==> config.mk <==
export PLATFORM = sky130hd
export DESIGN_NAME = mem_port_arbiter
export DESIGN_NICKNAME = d
export VERILOG_FILES = /design/src/rtl/pinaipple_bus_pkg.sv /design/src/rtl/mem_port_arbiter_tag_fifo.sv /design/src/rtl/mem_port_arbiter.sv
export SDC_FILE = /design/constraint.sdc
export NUM_CORES = 1
export LEC_CHECK = 0
export ABC_AREA = 1
export BUFFER_PORTS_ARGS = -buffer_cell sky130_fd_sc_hd__buf_4
export CORE_AREA = 2 2 124 126
export DETAILED_ROUTE_END_ITERATION = 7
export DIE_AREA = 0 0 126 128
export SLEW_MARGIN = 10
export SYNTH_ARGS = -nofsm -noshare
export SYNTH_HDL_FRONTEND = slang
export SYNTH_SLANG_ARGS = --single-unit
==> constraint.sdc <==
create_clock -name clk_i -period 1.6 [get_ports clk_i]
set_input_delay 0.24 -clock clk_i [delete_from_list [all_inputs] [get_ports clk_i]]
set_output_delay 0.24 -clock clk_i [all_outputs]
set_load 0.05 [all_outputs]
==> src/rtl/pinaipple_bus_pkg.sv <==
// Shared bus types and helpers for the pinaipple memory interconnect.
// rr_next is kept here so later arbiters pick requesters the same way.
package pinaipple_bus_pkg;

  localparam int BusAddrWidth = 32;
  localparam int BusDataWidth = 32;
  localparam int BusBeWidth   = BusDataWidth / 8;
  localparam int RrMaxReq     = 32;
  localparam int RrIdxW       = $clog2(RrMaxReq);

  typedef struct packed {
    logic [BusAddrWidth-1:0] addr;
    logic                    we;
    logic [BusBeWidth-1:0]   be;
    logic [BusDataWidth-1:0] wdata;
  } bus_req_t;

  // Scans last+1, last+2, ... (mod num_req); nearest asserted request wins, 0 if none
  function automatic int rr_next(input int last, input logic [RrMaxReq-1:0] req,
                                 input int num_req);
    int result;
    int idx;
    result = 0;
    for (int k = num_req; k > 0; k--) begin
      idx = (last + k) % num_req;
      if (req[idx[RrIdxW-1:0]]) result = idx;
    end
    return result;
  endfunction

endpackage

==> src/rtl/mem_port_arbiter_tag_fifo.sv <==
// Flop-based in-order FIFO holding the requester index of every accepted request.
module tag_fifo #(
  parameter int Width = 1,
  parameter int Depth = 2,
  localparam int CntW = $clog2(Depth + 1),
  localparam int PtrW = (Depth > 1) ? $clog2(Depth) : 1
) (
  input  logic             clk,
  input  logic             rst,
  input  logic             push,
  input  logic             pop,
  input  logic [Width-1:0] wdata,
  output logic [Width-1:0] rdata,
  output logic             full,
  output logic             empty,
  output logic [CntW-1:0]  count
);

  logic [Width-1:0] mem [Depth];
  logic [PtrW-1:0]  wptr;
  logic [PtrW-1:0]  rptr;
  logic             do_push;
  logic             do_pop;

  assign full    = (count == CntW'(Depth));
  assign empty   = (count == '0);
  assign do_push = push && !full;
  assign do_pop  = pop && !empty;
  assign rdata   = mem[rptr];

  // Pointers wrap explicitly so non-power-of-2 depths work
  always_ff @(posedge clk) begin
    if (rst) begin
      wptr  <= '0;
      rptr  <= '0;
      count <= '0;
    end else begin
      if (do_push) begin
        mem[wptr] <= wdata;
        wptr      <= (wptr == PtrW'(Depth - 1)) ? '0 : wptr + 1'b1;
      end
      if (do_pop) rptr <= (rptr == PtrW'(Depth - 1)) ? '0 : rptr + 1'b1;
      case ({do_push, do_pop})
        2'b10:   count <= count + 1'b1;
        2'b01:   count <= count - 1'b1;
        default: count <= count;
      endcase
    end
  end

endmodule

==> src/rtl/mem_port_arbiter.sv <==
// Round-robin sharing of one ibex-style memory port; responses are routed back
// to their issuer through an in-order tag FIFO.
module mem_port_arbiter
  import pinaipple_bus_pkg::*;
#(
  parameter int NumReq         = 2,
  parameter int AddrWidth      = 32,
  parameter int DataWidth      = 32,
  parameter int MaxOutstanding = 2,
  localparam int BeWidth = DataWidth / 8,
  localparam int LastW   = (NumReq > 1) ? $clog2(NumReq) : 1,
  localparam int CntW    = $clog2(MaxOutstanding + 1)
) (
  input  logic                               clk_i,
  input  logic                               rst_i,
  input  logic [NumReq-1:0]                  req_i,
  output logic [NumReq-1:0]                  gnt_o,
  input  logic [NumReq-1:0][AddrWidth-1:0]   addr_i,
  input  logic [NumReq-1:0]                  we_i,
  input  logic [NumReq-1:0][BeWidth-1:0]     be_i,
  input  logic [NumReq-1:0][DataWidth-1:0]   wdata_i,
  output logic [NumReq-1:0]                  rvalid_o,
  output logic [NumReq-1:0][DataWidth-1:0]   rdata_o,
  output logic                               mem_req_o,
  input  logic                               mem_gnt_i,
  output logic                               mem_we_o,
  output logic [BeWidth-1:0]                 mem_be_o,
  output logic [AddrWidth-1:0]               mem_addr_o,
  output logic [DataWidth-1:0]               mem_wdata_o,
  input  logic                               mem_rvalid_i,
  input  logic [DataWidth-1:0]               mem_rdata_i,
  output logic                               busy_o,
  output logic                               err_o
);

  logic [LastW-1:0]    last;
  logic [LastW-1:0]    sel;
  logic [LastW-1:0]    mux_idx;
  logic [LastW-1:0]    head_tag;
  logic [RrMaxReq-1:0] req_ext;
  logic [CntW-1:0]     count;
  logic                full;
  logic                empty;
  logic                handshake;
  logic                pop;

  always_comb begin
    req_ext              = '0;
    req_ext[NumReq-1:0]  = req_i;
    sel                  = LastW'(rr_next(int'(last), req_ext, NumReq));
  end

  // Full is taken from the registered count, so a same-cycle pop never frees a slot
  assign mem_req_o = (|req_i) && !full && !rst_i;
  assign handshake = mem_req_o && mem_gnt_i;
  assign pop       = mem_rvalid_i && !empty && !rst_i;
  assign busy_o    = (count != '0);

  assign mux_idx     = mem_req_o ? sel : '0;
  assign mem_addr_o  = addr_i[mux_idx];
  assign mem_we_o    = we_i[mux_idx];
  assign mem_be_o    = be_i[mux_idx];
  assign mem_wdata_o = wdata_i[mux_idx];

  always_comb begin
    gnt_o    = '0;
    rvalid_o = '0;
    if (handshake) gnt_o[sel] = 1'b1;
    if (pop) rvalid_o[head_tag] = 1'b1;
    for (int i = 0; i < NumReq; i++) rdata_o[i] = mem_rdata_i;
  end

  always_ff @(posedge clk_i) begin
    if (rst_i) begin
      last  <= LastW'(NumReq - 1);
      err_o <= 1'b0;
    end else begin
      if (handshake) last <= sel;
      if (mem_rvalid_i && empty) err_o <= 1'b1;
    end
  end

  tag_fifo #(
    .Width (LastW),
    .Depth (MaxOutstanding)
  ) u_tag_fifo (
    .clk   (clk_i),
    .rst   (rst_i),
    .push  (handshake),
    .pop   (pop),
    .wdata (sel),
    .rdata (head_tag),
    .full  (full),
    .empty (empty),
    .count (count)
  );

endmodule

==> out/metrics.cfg <==
[run_status]
outcome=finished with violations
violations=negative setup slack

[cts]
clock_sinks=9
cts_tree=done
cts_made_buffers=3
insertion_delay_ps=230
cts-root-buf=clkbuf_16
clkTransAtPathRegs_ps=40
htreeDepth=1
clk_path_buf_depth=2
cts_hold_buffers=0

[global_route]
grt_use_total=0.100
grt_pass1_wl_mm=13.3
grt_pass1_vias=2747
grt_start_max_net_pins=42
antenna_found_initial=0
grt_overflow_total=0

[critical_path]
path_class=flop to primary output
crit_fanout=5
cp.arrival_ps=1600
cp-end-kind=primary output
critPathLaunchType=flop
cp.required_ps=1360

[cells_and_area]
nNetsFinal=692
mostFrequentLayoutCell=buf_4
layout_common_cells=buf_4, nand2_1, nand2_2, nand3_1, buf_8
drive_gt1_frac=0.648
n_antenna_cell=0
final_cell_area_um2=4390
syn_to_final_growth_pct=132

[drt]
via_count=2778
wirelength_mm=9.54
via_per_inst=3.96
dr.first_iter.drc_count=57
dr.pass1.iters=4
route.detailed.drc=0
ant_nets=0
wl_per_cell_um=13.6

[timing]
rsz0062_at_grt=true
slew_violations=0
fin_crit_sh=1.15
slew_headroom=0.787
min_period_ps=1840
fin_setup_tns_ps=-12930
final-setup-viol-count=70
fmax_ghz=0.544
skew_ps=0.555
tightestPinTransition_ps=318
layout_setup_ws_ps=-239
hold_violations=0

[placement]
pre_cts_ws_ps=-16.4
hpwlAfterDp_mm=6.62
dpl-instance-area_um2=3540
io_buffers=219
place_congestion=0.740

[die]
core-area_um2=14900
die_w_um=126
dieArea_um2=16100
initial_core_util=0.127
die_h_um=128
num_io_pins=316
num_rows=45

[pwr]
irDropWorstVdd_mv=0.294
p_leak_nw=2.29
power.total_w=0.00259
power.density_nw_per_um2=590

[min_path]
worstHoldPathType=input pin to flop

[yosys]
yosysSeqAreaShare=0.106
ys_types=22
synth_area_um2=1890
synth_seq_cells=9
synth_warnings=0
synth_nets=529
syn_avg_cell_area_um2=5.37
postSynthCellCount=352

[flow_run]
max_cap_viol_count=0

==> per-stage QoR <==
| stage | instances | utilization | hold WS [ps] |
|---|---|---|---|
| floorplan | 352 | - | 312 |
| global placement | 689 | 0.238 | 463 |
| detailed placement | 689 | 0.238 | 481 |
| CTS | 696 | 0.271 | 274 |
| global route | 702 | 0.295 | 300 |
| finish | 702 | 0.295 | 289 |
==> cell usage after synthesis (all sizes together) <==
cell | n | area share
nand2 | 150 | 0.30
buf | 76 | 0.29
nand3 | 72 | 0.19
inv | 12 | 0.024
nor2 | 12 | 0.028
clkbuf | 10 | 0.020
dfxtp | 7 | 0.074
a31oi | 2 | 0.0066
edfxtp | 2 | 0.032
nand4 | 2 | 0.0066
o21ai | 2 | 0.0053
a21boi | 1 | 0.0040
a21oi | 1 | 0.0026
ha | 1 | 0.0066
or2 | 1 | 0.0033
xor2 | 1 | 0.0046
==> final timing paths <==
path / start / end / slack (ps) / cells past startpoint
worst max-delay path: u_tag_fifo.count[0]$_SDFFE_PP0P_ / mem_addr_o[17] / -240 / 10
worst min register to register: err_o$_SDFFE_PP0P_ / err_o$_SDFFE_PP0P_ / 490 / 2
worst max register to register: u_tag_fifo.count[0]$_SDFFE_PP0P_ / u_tag_fifo.count[1]$_SDFFE_PP0P_ / 50 / 11
worst min-delay path: mem_rvalid_i / err_o$_SDFFE_PP0P_ / 290 / 3
==> layer usage <==
| layer | wire [µm] | share of wire | track usage | up-vias |
|---|---|---|---|---|
| met4 | 189 | 0.020 | 0.0323 | 0 |
| li1 | - | - | - | 1375 |
| met5 | 0 | 0 | 0 | - |
| met1 | 3400 | 0.36 | 0.110 | 1204 |
| met2 | 5000 | 0.52 | 0.180 | 176 |
| met3 | 950 | 0.10 | 0.0359 | 23 |
==> critical path: stages (launching register included) <==
cell	delay (ps)
dfxtp_2	320
inv_2	40
nand2_2	60
nand2_2	60
nor2_4	130
buf_12	140
clkbuf_16	160
buf_16	120
nand3_1	90
nand2_2	90
buf_8	140
==> power by group <==
| part | internal [W] | switching, W | leakage, nW |
|---|---|---|---|
| Sequential | 0.000252 | 0.0000112 | 0.0770 |
| Clock | 0.000333 | 0.000108 | 0.0382 |
| Combinational | 0.000842 | 0.00104 | 2.18 |
==> cell type report <==
type,count,area [µm²]
multi-input cells,245,1320
clock buffers,4,78.8
fillers,1604,10500
repair buffers,244,2510
well taps,188,235
flip-flops and latches,9,203
inverters,12,45.0
==> repair_timing <==
item	CTS	global route
buffers inserted	0	2
endpoints found under the setup margin	73	75
gates cloned	3	5
pin swaps	5	21
gates resized for setup	92	59
==> cell families after synthesis <==
kind of cell,share of synthesized area
simple gates,0.529
buf+inv,0.335
flops,0.106
compound gates,0.0185
xor+xnor,0.00464
fa+ha+maj,0.00662
Note: power is estimated with default switching activity, not from simulation.
